[config.mk]
export PLATFORM = sky130hd
export DESIGN_NAME = subunit_ingress_arbiter
export DESIGN_NICKNAME = d
export VERILOG_FILES = /design/src/rtl/subunit_ingress_arbiter.sv
export SDC_FILE = /design/constraint.sdc
export NUM_CORES = 1
export LEC_CHECK = 0
export CAP_MARGIN = 20
export CORE_MARGIN = 2
export CORE_UTILIZATION = 35
export CTS_CLUSTER_SIZE = 20
export DETAILED_ROUTE_END_ITERATION = 6
export PLACE_DENSITY = 0.77
export SLEW_MARGIN = 20
export SYNTH_ARGS = -nofsm -noshare
export SYNTH_HDL_FRONTEND = slang
export SYNTH_SLANG_ARGS = --single-unit
[constraint.sdc]
create_clock -name clk -period 5.3 [get_ports clk]
set_input_delay 1.06 -clock clk [delete_from_list [all_inputs] [get_ports clk]]
set_output_delay 1.06 -clock clk [all_outputs]
set_load 0.05 [all_outputs]
[src/rtl/subunit_ingress_arbiter.sv]
// subunit_ingress_arbiter: shares one subunit buffer between four link routers.
// Round-robin grant per TLP, grant locked until the TLP's last word, words
// forwarded through a single registered valid/ready stage.
// Optional feature macro: ARB_TIMEOUT_EN (stall timeout aborts a stuck TLP).

// Per-link request classification: SOP word (arbitration candidate) or stray word.
module subunit_ingress_lane (
  input  logic valid,
  input  logic sop,
  output logic sop_req,
  output logic stray
);
  assign sop_req = valid & sop;
  assign stray   = valid & ~sop;
endmodule

module subunit_ingress_arbiter #(
  parameter int WORD_W    = 40,
  parameter int NUM_LINKS = 4,
  parameter int HDR_WORDS = 3,
  parameter int TIMEOUT   = 256
) (
  input  logic              clk,
  input  logic              rst_n,
  input  logic [WORD_W-1:0] in_word0,
  input  logic [WORD_W-1:0] in_word1,
  input  logic [WORD_W-1:0] in_word2,
  input  logic [WORD_W-1:0] in_word3,
  input  logic              in_valid0,
  input  logic              in_valid1,
  input  logic              in_valid2,
  input  logic              in_valid3,
  output logic              in_ready0,
  output logic              in_ready1,
  output logic              in_ready2,
  output logic              in_ready3,
  output logic [WORD_W-1:0] out_word,
  output logic              out_valid,
  input  logic              out_ready,
  output logic [1:0]        grant,
  output logic              busy,
  output logic              err
);
  localparam int SOP_B = WORD_W - 1;

  typedef enum logic {IDLE, XFER} state_t;

  logic [NUM_LINKS-1:0][WORD_W-1:0] words;
  logic [NUM_LINKS-1:0]             valids, sop_req, stray, rdy;

  assign words  = {in_word3, in_word2, in_word1, in_word0};
  assign valids = {in_valid3, in_valid2, in_valid1, in_valid0};

  for (genvar k = 0; k < NUM_LINKS; k++) begin : g_lane
    subunit_ingress_lane u_lane (
      .valid   (valids[k]),
      .sop     (words[k][SOP_B]),
      .sop_req (sop_req[k]),
      .stray   (stray[k])
    );
  end

  state_t              state_q, state_d;
  logic [1:0]          grant_q, grant_d, ptr_q, ptr_d, pick, idx;
  logic [10:0]         rem_q, rem_d, rem_cur, plen, sop_rem;
  logic                sop_seen_q, sop_seen_d;
  logic [WORD_W-1:0]   out_word_q, fwd_word, g_word;
  logic                out_valid_q, err_q, err_d;
  logic                g_valid, fwd_free, mid_sop, accept, found;
`ifdef ARB_TIMEOUT_EN
  logic [8:0]          stall_q, stall_d;
`endif

  assign g_word   = words[grant_q];
  assign g_valid  = valids[grant_q];
  assign fwd_free = !out_valid_q || out_ready;
  // a new SOP from the granted link after its own SOP was taken kills the TLP
  assign mid_sop  = (state_q == XFER) && sop_seen_q && g_valid && g_word[SOP_B];

  // length carried by the SOP word: header only, or header + payload (0 => 1024)
  assign plen    = (g_word[9:0] == 10'd0) ? 11'd1024 : {1'b0, g_word[9:0]};
  assign sop_rem = g_word[30] ? 11'(HDR_WORDS) + plen : 11'(HDR_WORDS);

  // next-state, grant selection, handshakes and error detection
  always_comb begin
    state_d    = state_q;
    grant_d    = grant_q;
    ptr_d      = ptr_q;
    rem_d      = rem_q;
    sop_seen_d = sop_seen_q;
    err_d      = 1'b0;
    rdy        = '0;
    accept     = 1'b0;
    found      = 1'b0;
    pick       = ptr_q;
    idx        = ptr_q;
    rem_cur    = '0;
    fwd_word   = g_word;
    if (!sop_seen_q) fwd_word[35:34] = grant_q;
`ifdef ARB_TIMEOUT_EN
    stall_d    = stall_q;
`endif
    case (state_q)
      IDLE: begin
        // stray words are swallowed here and flagged
        rdy = stray;
        if (|stray) err_d = 1'b1;
        for (int i = 0; i < NUM_LINKS; i++) begin
          idx = ptr_q + 2'(i);
          if (!found && sop_req[idx]) begin
            found = 1'b1;
            pick  = idx;
          end
        end
        if (found) begin
          grant_d    = pick;
          state_d    = XFER;
          sop_seen_d = 1'b0;
`ifdef ARB_TIMEOUT_EN
          stall_d    = '0;
`endif
        end
      end
      XFER: begin
        if (mid_sop) begin
          err_d   = 1'b1;
          state_d = IDLE;
          ptr_d   = grant_q + 2'd1;
        end else begin
          rdy[grant_q] = fwd_free;
          accept       = g_valid && fwd_free;
          if (accept) begin
            rem_cur    = sop_seen_q ? rem_q : sop_rem;
            rem_d      = rem_cur - 11'd1;
            sop_seen_d = 1'b1;
            if (rem_cur == 11'd1) begin
              state_d = IDLE;
              ptr_d   = grant_q + 2'd1;
            end
          end
`ifdef ARB_TIMEOUT_EN
          // only an absent word counts as a stall; buffer backpressure does not
          if (accept) begin
            stall_d = '0;
          end else if (!g_valid) begin
            if (stall_q == 9'(TIMEOUT - 1)) begin
              err_d   = 1'b1;
              state_d = IDLE;
              ptr_d   = grant_q + 2'd1;
              stall_d = '0;
            end else begin
              stall_d = stall_q + 9'd1;
            end
          end
`endif
        end
      end
      default: state_d = IDLE;
    endcase
  end

  // state, pointer, length counter and the registered output stage
  always_ff @(posedge clk) begin
    if (!rst_n) begin
      state_q     <= IDLE;
      grant_q     <= '0;
      ptr_q       <= '0;
      rem_q       <= '0;
      sop_seen_q  <= 1'b0;
      out_word_q  <= '0;
      out_valid_q <= 1'b0;
      err_q       <= 1'b0;
`ifdef ARB_TIMEOUT_EN
      stall_q     <= '0;
`endif
    end else begin
      state_q    <= state_d;
      grant_q    <= grant_d;
      ptr_q      <= ptr_d;
      rem_q      <= rem_d;
      sop_seen_q <= sop_seen_d;
      err_q      <= err_d;
`ifdef ARB_TIMEOUT_EN
      stall_q    <= stall_d;
`endif
      if (accept) begin
        out_word_q  <= fwd_word;
        out_valid_q <= 1'b1;
      end else if (out_ready) begin
        out_valid_q <= 1'b0;
      end
    end
  end

  assign in_ready0 = rdy[0];
  assign in_ready1 = rdy[1];
  assign in_ready2 = rdy[2];
  assign in_ready3 = rdy[3];
  assign out_word  = out_word_q;
  assign out_valid = out_valid_q;
  assign grant     = grant_q;
  assign busy      = (state_q == XFER);
  assign err       = err_q;
endmodule

* Word level (Yosys, flattened, before mapping)
Cells that the tools add are included.
** Operators by class
- Add/sub/neg operators :: 6
- Order comparisons :: 6
- Eq/ne operators :: 4
- Muxes and demuxes :: 50
- Bitwise operators :: 15
- Reductions and logical operators :: 22
** Operators by type and width (count)
- $bmux 40 s2 :: 1
- $mux 40 :: 1
- $mux 11 :: 3
- $mux 1 :: 27
- $lt 2x3->1 const B :: 5
- $mux 2 :: 7
- $add 2x11->11 const A :: 1
- $eq 11x1->1 const B :: 1
- $sub 11x1->11 const B :: 1
- $bmux 1 s2 :: 5
- $logic_not 10->1 :: 1
- $reduce_and 3->1 :: 3
- $and 1x1->1 :: 8
- $logic_and 1x1->1 :: 8
- $pmux 4 s2 :: 1
- $not 1->1 :: 6
- $pmux 1 s2 :: 3
- $reduce_bool 2->1 :: 3
- $add 2x1->2 const B :: 2
- $add 2x2->2 const B :: 2
- $and 4x4->4 :: 1
- $logic_not 1->1 :: 4
- $mux 4 :: 1
- $ne 2x2->1 const B :: 2
- other kinds (6) :: 6
** Storage, ports and cells
- Bits in registers :: 59
- Input bits :: 167
- Output and inout port bits :: 49
- Logic and storage cells :: 111

* Logic depth before layout (Yosys ltp)
Gate-level depths: netlist (run 1).
- Depth after elaboration :: 19
- Mapped depth :: 14
- Gate-level depth less buffers :: 13

* Cells and area by module
Synthesis (run 1) repeated with hierarchy kept, for this count alone.
** Second synthesis, totals
- Cell total of the unflattened synthesis :: 457
- Area, all modules :: 4196.5 um^2
** Modules (own cells, without submodules)
- subunit_ingress_arbiter :: instances 1, cells an instance 449, area each 4131.5 um^2, seq. area each 1181.1 um^2
- subunit_ingress_lane :: instances 4, cells an instance 2, area each 16.3 um^2, seq. area each 0.0 um^2

* Least setup slack after synthesis (run 1)
Ideal clock, no wire load.
- Path type :: reg-to-output
- Start :: register grant_q[0], in the netlist grant[0]
- End :: output port in_ready0
- Data arrival time :: 2.728 ns
- Required time :: 4.240 ns
- Slack :: 1.512 ns
- Cell stages (with the launch flop) :: 7
- Path buffers :: 2
- Cells stage by stage :: dfxtp_1 -> buf_6 -> clkbuf_4 -> mux4_2 -> a311oi_2 -> nand2_1 -> o21ai_0
** On the way
- Word-level cells in the longest chain between the ends :: 7
- Elaborated cells on any way between the ends :: 14
- Those cells by class :: order compare: 2; mux: 8; bitwise: 1; reduce/logical: 3
** RTL lines
- start, declared :: line 64 : logic [1:0] grant_q, grant_d, ptr_q, ptr_d, pick, idx;
- start signal, assigned :: line 178 : grant_q <= grant_d;
- $lt 2x3->1 (not written as such) or $ge 2x1->1 (tied branches) :: line 130 : rdy[grant_q] = fwd_free;
- $logic_and 1x1->1 (not written as such) :: line 130
- $mux 1 (not written as such) :: line 130
- $demux 1 s2 :: line 130
- $and 4x4->4 (no line)
- $mux 4 * :: line 125 : if (mid_sop) begin
- $pmux 4 s2 * :: line 103 : case (state_q)
- end, declared :: line 33 : output logic in_ready0,
Every way passes the cells marked *; elsewhere a longest branch is shown, timed or not. The select of a mux whose other input is x is not followed.

* Worst setup path after layout (run 1)
- Start :: input port in_valid2
- End :: output port in_ready1
** On the way
- Word-level cells in the longest chain between the ends :: 6
** RTL lines
- start, declared :: line 31 : input logic in_valid2,
- $bmux 1 s2 :: line 75 : assign g_valid = valids[grant_q];
- $mux 1 (not written as such) :: line 75
- $logic_and 1x1->1 (2 in series) :: line 78 : assign mid_sop = (state_q == XFER) && sop_seen_q && g_valid && g_word[SOP_B];
- $mux 4 :: line 125
- $pmux 4 s2 :: line 103
- end, declared :: line 34 : output logic in_ready1,
Every way passes these cells. The select of a mux whose other input is x is not followed.

==> results.sh, run 1 <==
export IMPL_cap_violations=0
export IMPL_drive_gt1_share_pct=11.87
export IMPL_synthesis_nets=628
export IMPL_synth_cells=454
export IMPL_die_h_um=111.8
export IMPL_cts_clk_slew_worst_paths_ns=0.05
export IMPL_ys_seq_elements=59
export IMPL_die_area_mm2=0.01249
export IMPL_viasPerCell=5.568
export IMPL_cp_top_family="buffers and inverters"
export IMPL_clkSinkCount=59
export IMPL_vdd_drop_max_mv=0.1396
export IMPL_initial_core_util_pct=35.74
export IMPL_rsz0062_at_grt="no"
export IMPL_synth_top_area_share_pct=29.06
export IMPL_drtIter0Drc=242
export IMPL_grt_max_degree=46
export IMPL_synth_edf_count=0
export IMPL_drt_first_pass_iters=7
export IMPL_place_area_mm2=0.006271
export IMPL_synth_area_leaders="dfxtp_1, mux4_2, nand2_1"
export IMPL_drv_slew=0
export IMPL_drc=0
export IMPL_drt_wl_total_mm=14.27
export IMPL_synth_area_mm2=0.004064
export IMPL_hold_viol_final=0
export IMPL_cts_hold_buf=0
export IMPL_gp_congestion=0.8834
export IMPL_avgSynthCellArea_um2=8.951
export IMPL_fill_cells=982
export IMPL_ys_warn_count=0
export IMPL_fin_hold_ws_ns=0.4512
export IMPL_crit_chain="clkdlybuf4s50_1, mux4_2, a311oi_2, nand2_1, o21ai_0, clkdlybuf4s50_1"
export IMPL_grt_use_total_pct=22.51
export IMPL_p_sw_share_pct=35.08
export IMPL_critPathKind="input pin to output pin"
export IMPL_crit_top_cell="clkdlybuf4s50_1"
export IMPL_cp_num_buf_inv=2
export IMPL_synth_common_cells="nand2_1, dfxtp_1, a21oi_1, mux4_2, clkbuf_1"
export IMPL_run_status="finished, final reports clean"
export IMPL_postCtsSetupBuffers=0
export IMPL_area_delta_synth_final_pct=61.02
export IMPL_fin_ws_ns=0.5827
export IMPL_cts_root_buf="clkbuf_16"
export IMPL_h_tree_depth=3
export IMPL_p_leak_nw=2.229
export IMPL_cp_end_kind="output pin"
export IMPL_max_clock_path_buffers=2
export IMPL_period_needed_ns=4.717
export IMPL_fin_worst_skew_ns=0.007467
export IMPL_num_antenna_cells=0
export IMPL_cts_tree="done"
export IMPL_cp_data_required_time_ns=4.24
export IMPL_fin_util_pct=57.55
export IMPL_yosys_area_top_type="dfxtp_1"
export IMPL_power_frac_clock_pct=31.0
export IMPL_port_buffers=215
export IMPL_clock_latency_ns=0.33
export IMPL_powerDensity_mw_per_mm2=262.8
export IMPL_cts_buffers=9
export IMPL_die_x_um=111.8
export IMPL_wl_per_cell_um=17.84
export IMPL_yosysMostFrequentCell="nand2_1"
export IMPL_max_stage_delay_ns=0.86
export IMPL_fin_tns_setup_ns=0
export IMPL_fin_area_mm2=0.006544
export IMPL_seq_area_frac_synth_pct=29.06
export IMPL_num_vias=4454
export IMPL_grt_pass1_vias=4534
export IMPL_cp_max_fo=6
export IMPL_coreArea_mm2=0.01137
export IMPL_layout_nets=826
export IMPL_setup_viol=0
export IMPL_final_antenna_net_count=0
export IMPL_boundaryPins=216
export IMPL_min_path_type="flop to flop"
export IMPL_async_reset_ff_share_pct=0
export IMPL_dp_hpwl_mm=11.17
export IMPL_relSlewSlack_pct=42.44
export IMPL_post_cts_resized=0
export IMPL_grt_pass1_wl_mm=22.52
export IMPL_p_int_mw=1.116
export IMPL_p_switching_mw=0.6032
export IMPL_grt_remaining_overflow=0
export IMPL_worstMarginPinSlew_ns=0.8625
export IMPL_combPwrFrac_pct=38.7
export IMPL_max_freq_mhz=212.0
export IMPL_synth_ff_type="dfxtp_1"
export IMPL_antenna_found_initial=0
export IMPL_pwr_share_seq_pct=30.2
export IMPL_post_route_period_util_pct=89.01
export IMPL_detailedPlace_worstSlack_ns=0.6427
export IMPL_rows=39
export IMPL_crit_arrival_ns=3.66
export IMPL_yosysUniqueCellTypes=67
export IMPL_crit_slowest_cell="clkdlybuf4s50_1"
export IMPL_start_kind="input pin"
[cell usage in the layout (no fill, tap or decap), drive strengths merged, types with 6 or more instances in the layout]
master | synthesis | final
a21oi | 53 | 53
mux2i | 6 | 6
nand3 | 17 | 17
o21ai | 15 | 15
clkbuf | 21 | 11
nand2 | 108 | 108
mux4 | 39 | 39
clkdlybuf4s50 | 0 | 215
ha | 7 | 7
nor2 | 15 | 15
nand2b | 6 | 6
xnor2 | 6 | 6
inv | 10 | 10
dfxtp | 59 | 59
nand4 | 7 | 7
[logic make-up (layout without fill, tap and decap cells)]
kind of cell	Yosys count	after routing	synth area share (%)
and+or+nand+nor	183	183	21.21
DFF	59	59	29.06
muxes	47	47	23.74
xor gates and xnor gates	7	7	1.509
adders and majority gates	7	7	2.155
buffers and inverters	43	246	5.111
AOI/OAI and AO/OA	108	108	17.21
[power by group through the flow]
stage / combinational [mW] / clock, mW / sequential [mW]
finish: 0.666 / 0.534 / 0.520
global route: 0.710 / 0.563 / 0.525
CTS: 0.665 / 0.540 / 0.519
detailed placement: 0.661 / 0 / 0.528
global placement: 0.650 / 0 / 0.526
floorplan: 0.330 / 0 / 0.606
[tightest hold or removal path, stage by stage (launching register included)]
cell and delay (ns):
dfxtp_1 0.30, nand2_1 0.05, a21oi_1 0.05
[worst paths after layout]
| path | cells past startpoint | to | from | slack [ns] |
|---|---|---|---|---|
| max reg2reg | 8 | ptr_q[0] | grant[0] | 1.43 |
| min | 2 | out_word[28] | out_word[28] | 0.45 |
| min reg2reg | 2 | out_word[28] | out_word[28] | 0.45 |
| max | 6 | in_ready1 | in_valid2 | 0.58 |
[state kept, by name, summed over array words and instances, names as in the netlist]
| name | count |
|---|---|
| busy | 1 |
| err | 1 |
| grant | 2 |
| out_valid | 1 |
| out_word | 40 |
| ptr_q | 2 |
| rem_q | 11 |
| sop_seen_q | 1 |
[through the flow]
step                      std cells  power, mW
after global routing            800      1.798
after floorplan                 454     0.9357
after detailed placement        784      1.190
after global placement          784      1.176
final                           800      1.720
after CTS                       800      1.724
[per-layer routing]
metal	share of wire, %	track usage, %	routed length [um]
met1	34	24.10	4887
met2	55	41.58	7824
met3	7.3	5.879	1044
met5	0	0	0
met4	3.6	9.712	513
[layout make-up]
class,count,area (um2),area share (%)
Multi-Input combinational cell,352,2679,40.94
Timing Repair Buffer,220,2190,33.46
Sequential cell,59,1186,18.13
Clock buffer,11,242.7,3.709
Tap cell,143,178.9,2.734
Inverter,10,37.54,0.5736
Clock inverter,5,30.03,0.4589
Power figures use the tool's default switching activity.
==> run 2, diff against run 1 <==
CORE_UTILIZATION = 43   (was 35)
CTS_BUF_LIST = sky130_fd_sc_hd__clkbuf_16   (was unset)
PLACE_DENSITY = 0.91   (was 0.77)
==> results.sh, run 2 (same netlist as run 1, synthesis figures left out) <==
export IMPL_run_status="finished with violations"
export IMPL_failed_checks="design-rule violations"
export IMPL_largest_reg_flops=40
export IMPL_period_needed_ns=4.706
export IMPL_rsz0062_at_grt="no"
export IMPL_wl_met1_mm=5.064
export IMPL_viasPerCell=6.018
export IMPL_cp_max_fo=6
export IMPL_drtIter0Drc=291
export IMPL_final_common_cell="clkdlybuf4s50_1"
export IMPL_clock_latency_ns=0.33
export IMPL_max_freq_mhz=212.5
export IMPL_cp_data_required_time_ns=4.24
export IMPL_fin_tns_setup_ns=0
export IMPL_critPathKind="input pin to output pin"
export IMPL_start_kind="input pin"
export IMPL_post_cts_resized=0
export IMPL_setup_viol=0
export IMPL_die_x_um=101.2
export IMPL_cts_root_buf="clkbuf_16"
export IMPL_drc=1
export IMPL_cts_hold_buf=0
export IMPL_layout_nets=826
export IMPL_crit_arrival_ns=3.65
export IMPL_fin_hold_ws_ns=0.4503
export IMPL_drive_gt1_share_pct=11.57
export IMPL_grt_remaining_overflow=0
export IMPL_grt_use_total_pct=28.83
export IMPL_final_antenna_net_count=0
export IMPL_boundaryPins=216
export IMPL_vdd_drop_max_mv=0.1973
export IMPL_worstMarginPinSlew_ns=0.8974
export IMPL_rows=35
export IMPL_wl_per_cell_um=19.36
export IMPL_gp_congestion=0.9426
export IMPL_routed_top_layer="met4"
export IMPL_max_clock_path_buffers=2
export IMPL_cap_violations=0
export IMPL_powerDensity_mw_per_mm2=269.8
export IMPL_min_path_type="flop to flop"
export IMPL_h_tree_depth=3
export IMPL_drt_wl_total_mm=14.87
export IMPL_postCtsSetupBuffers=0
export IMPL_grt_pass1_vias=4530
export IMPL_hold_viol_final=0
export IMPL_die_area_mm2=0.01024
export IMPL_met2_length_mm=7.921
export IMPL_post_route_period_util_pct=88.80
export IMPL_area_delta_synth_final_pct=60.34
export IMPL_clkSinkCount=59
export IMPL_cts_buffers=9
export IMPL_cp_end_kind="output pin"
export IMPL_drv_slew=0
export IMPL_grt_max_degree=48
export IMPL_cts_tree="done"
export IMPL_port_buffers=215
export IMPL_die_h_um=101.2
export IMPL_dp_hpwl_mm=11.40
export IMPL_num_vias=4622
export IMPL_antenna_found_initial=0
export IMPL_final_cell_mix="clkdlybuf4s50_1, nand2_1, dfxtp_1"
export IMPL_initial_core_util_pct=44.19
export IMPL_route_met3_wl_mm=1.301
export IMPL_cts_clk_slew_worst_paths_ns=0.05
export IMPL_relSlewSlack_pct=40.09
export IMPL_drt_first_pass_iters=7
export IMPL_num_antenna_cells=0
export IMPL_coreArea_mm2=0.009196
export IMPL_grt_pass1_wl_mm=22.79
export IMPL_fin_worst_skew_ns=0.005979
export IMPL_p_leak_nw=2.243
run 2: worst max-delay path, cell delays in order:
cell,delay (ns)
clkdlybuf4s50_1,0.49
mux4_2,0.56
a311oi_2,0.48
nand2_1,0.10
o21ai_0,0.10
clkdlybuf4s50_1,0.85
run 2: path summary, 6_finish.rpt:
kind / from / to / slack, ns / cells past startpoint
worst min-delay path: rem_q[2] / rem_q[2] / 0.45 / 2
worst max register to register: grant[0] / ptr_q[0] / 1.49 / 8
worst max-delay path: in_valid2 / in_ready3 / 0.59 / 6
worst min register to register: rem_q[2] / rem_q[2] / 0.45 / 2
run 2: cell type report:
type | count | area [um2]
multi-input combinational | 352 | 2679
tap | 111 | 138.9
timing repair buffer | 220 | 2190
clock buffer | 9 | 225.2
sequential | 59 | 1186
inverter | 10 | 37.54
clock inverter | 7 | 60.06
fill | 650 | 2680
run 2: through the flow:
step                utilization (%)  power (mW)  instances  cell area, um2  setup slack (ns)
floorplan                         -      0.9357        454            4064             1.512
finish                        70.86       1.758        768            6516            0.5938
global route                  70.86       1.825        768            6516            0.5283
detailed placement            67.76       1.189        752            6231            0.6296
global placement              67.76       1.170        752            6231            0.7214
CTS                           70.86       1.752        768            6516            0.6322
run 2: power by group:
group          switching [mW]  internal [mW]  leakage (nW)
Sequential             0.0446          0.482         0.482
Combinational           0.357          0.309          1.62
Clock                   0.208          0.357         0.145
run 2: routing by layer:
layer / global-route usage (%) / up-vias
met4: 10.71 / 0
met3: 8.765 / 67
li1: - / 2086
met1: 31.76 / 2171
met2: 52.17 / 298
met5: 0 / -
==> run 3, diff against run 2 <==
--- a/config.mk
+++ b/config.mk
@@ -10,3 +10,2 @@
 export CORE_UTILIZATION = 43
-export CTS_BUF_LIST = sky130_fd_sc_hd__clkbuf_16
 export CTS_CLUSTER_SIZE = 20
--- a/constraint.sdc
+++ b/constraint.sdc
@@ -3,2 +3,2 @@
 set_output_delay 1.06 -clock clk [all_outputs]
-set_load 0.05 [all_outputs]
+set_load 0.01 [all_outputs]
==> results.sh, run 3 (same netlist as run 1, synthesis figures left out) <==
export IMPL_seq_area_mm2=0.001186
export IMPL_grt_pass1_wl_mm=22.47
export IMPL_worstMarginPinSlew_ns=0.8384
export IMPL_crit_arrival_ns=3.46
export IMPL_h_tree_depth=3
export IMPL_drt_wl_total_mm=14.46
export IMPL_area_delta_synth_final_pct=58.56
export IMPL_r2r_start="grant[0]"
export IMPL_die_h_um=101.2
export IMPL_grt_remaining_overflow=0
export IMPL_port_buffers=215
export IMPL_num_vias=4466
export IMPL_grt_max_degree=48
export IMPL_vdd_drop_max_mv=0.1175
export IMPL_start_kind="input pin"
export IMPL_drive_gt1_share_pct=12.02
export IMPL_coreArea_mm2=0.009196
export IMPL_rows=35
export IMPL_cp_data_required_time_ns=4.24
export IMPL_post_route_period_util_pct=85.23
export IMPL_critPathKind="input pin to output pin"
export IMPL_max_clock_path_buffers=2
export IMPL_fin_tns_setup_ns=0
export IMPL_fin_worst_skew_ns=0.006800
export IMPL_rsz0062_at_grt="no"
export IMPL_cts_root_buf="clkbuf_8"
export IMPL_setup_viol=0
export IMPL_drtIter0Drc=288
export IMPL_drv_slew=0
export IMPL_cp_max_fo=6
export IMPL_fin_area_mm2=0.006444
export IMPL_cts_hold_buf=0
export IMPL_cap_violations=0
export IMPL_boundaryPins=216
export IMPL_max_freq_mhz=221.4
export IMPL_gp_congestion=0.9351
export IMPL_relSlewSlack_pct=44.03
export IMPL_postCtsSetupBuffers=0
export IMPL_clkSinkCount=59
export IMPL_viasPerCell=5.815
export IMPL_grt_use_total_pct=28.18
export IMPL_cts_tree="done"
export IMPL_hold_viol_final=0
export IMPL_antenna_found_initial=1
export IMPL_layout_nets=826
export IMPL_drt_first_pass_iters=7
export IMPL_clock_latency_ns=0.34
export IMPL_drc=0
export IMPL_final_antenna_net_count=0
export IMPL_initial_core_util_pct=44.19
export IMPL_cp_end_kind="output pin"
export IMPL_grt_pass1_vias=4462
export IMPL_r2r_end="ptr_q[0]"
export IMPL_die_x_um=101.2
export IMPL_powerDensity_mw_per_mm2=238.4
export IMPL_final_cell_mix="clkdlybuf4s50_1, nand2_1, dfxtp_1"
export IMPL_holdPathStages=2
export IMPL_place_area_mm2=0.006231
export IMPL_num_antenna_cells=0
export IMPL_fill_cells=654
export IMPL_min_from="rem_q[2]"
export IMPL_run_status="finished, final reports clean"
export IMPL_wl_per_cell_um=18.82
export IMPL_cts_clk_slew_worst_paths_ns=0.06
export IMPL_p_leak_nw=2.206
export IMPL_r2r_cells=8
export IMPL_multi_input_area_mm2=0.002679
export IMPL_r2r_slack_ns=1.55
export IMPL_hold_end="rem_q[2]"
export IMPL_dp_hpwl_mm=11.43
export IMPL_final_common_cell="clkdlybuf4s50_1"
export IMPL_post_cts_resized=0
export IMPL_period_needed_ns=4.517
export IMPL_largest_reg_flops=40
export IMPL_min_path_type="flop to flop"
export IMPL_cts_buffers=9
export IMPL_die_area_mm2=0.01024
## run 3: cell types whose count changed in the layout (fill, tap and decap cells not counted)
cell        change
clkbuf_8       +12
clkbuf_16       -9
clkinv_1        -2
clkinv_4        -1
clkinvlp_4      +1
inv_1           -1
## run 3: how the worst max path moves through the flow
stage                           start   endpoint  cells past startpoint
after floorplan           in_word1[0]   ptr_q[1]                     12
after global placement      in_valid2  in_ready2                      6
after detailed placement    in_valid2  in_ready2                      6
after CTS                   in_valid2  in_ready2                      6
after global routing        in_valid2  in_ready2                      6
final                       in_valid2  in_ready2                      6
## run 3: cell type report
| cell class | count | area share, % |
|---|---|---|
| inverter | 10 | 0.5825 |
| timing repair buffer | 220 | 33.98 |
| multi-input combinational | 352 | 41.57 |
| tap | 111 | 2.155 |
| clock inverter | 4 | 0.7379 |
| sequential | 59 | 18.41 |
| clock buffer | 12 | 2.563 |
## run 3: through the flow
stage	utilization [%]	std cells	total power, mW	worst slack [ns]	hold slack [ns]
detailed placement	67.76	752	1.097	0.8250	0.4445
finish	70.07	768	1.536	0.7829	0.4518
global route	70.07	768	1.604	0.6575	0.4705
global placement	67.76	752	1.079	0.9798	0.4396
floorplan	-	454	0.8439	1.738	0.4319
CTS	70.07	768	1.533	0.8181	0.4534
## run 3: power by group
part / switching [mW] / internal (mW) / leakage (nW) / total (mW)
logic: 0.263 / 0.309 / 1.62 / 0.572
registers: 0.0421 / 0.481 / 0.482 / 0.523
clock network: 0.187 / 0.254 / 0.108 / 0.441
## run 3: worst max-delay path, cell delays in order
cell and delay, ns:
clkdlybuf4s50_1 0.49, mux4_2 0.56, a311oi_2 0.52, nand2_1 0.14
o21ai_0 0.11, clkdlybuf4s50_1 0.57
## run 3: layer usage
metal	up-vias	share of wire, %	track usage [%]
li1	2083	-	-
met1	2116	36	31.12
met2	225	54	51.30
met3	42	7.1	7.246
met4	0	3.7	11.64
met5	-	0	0
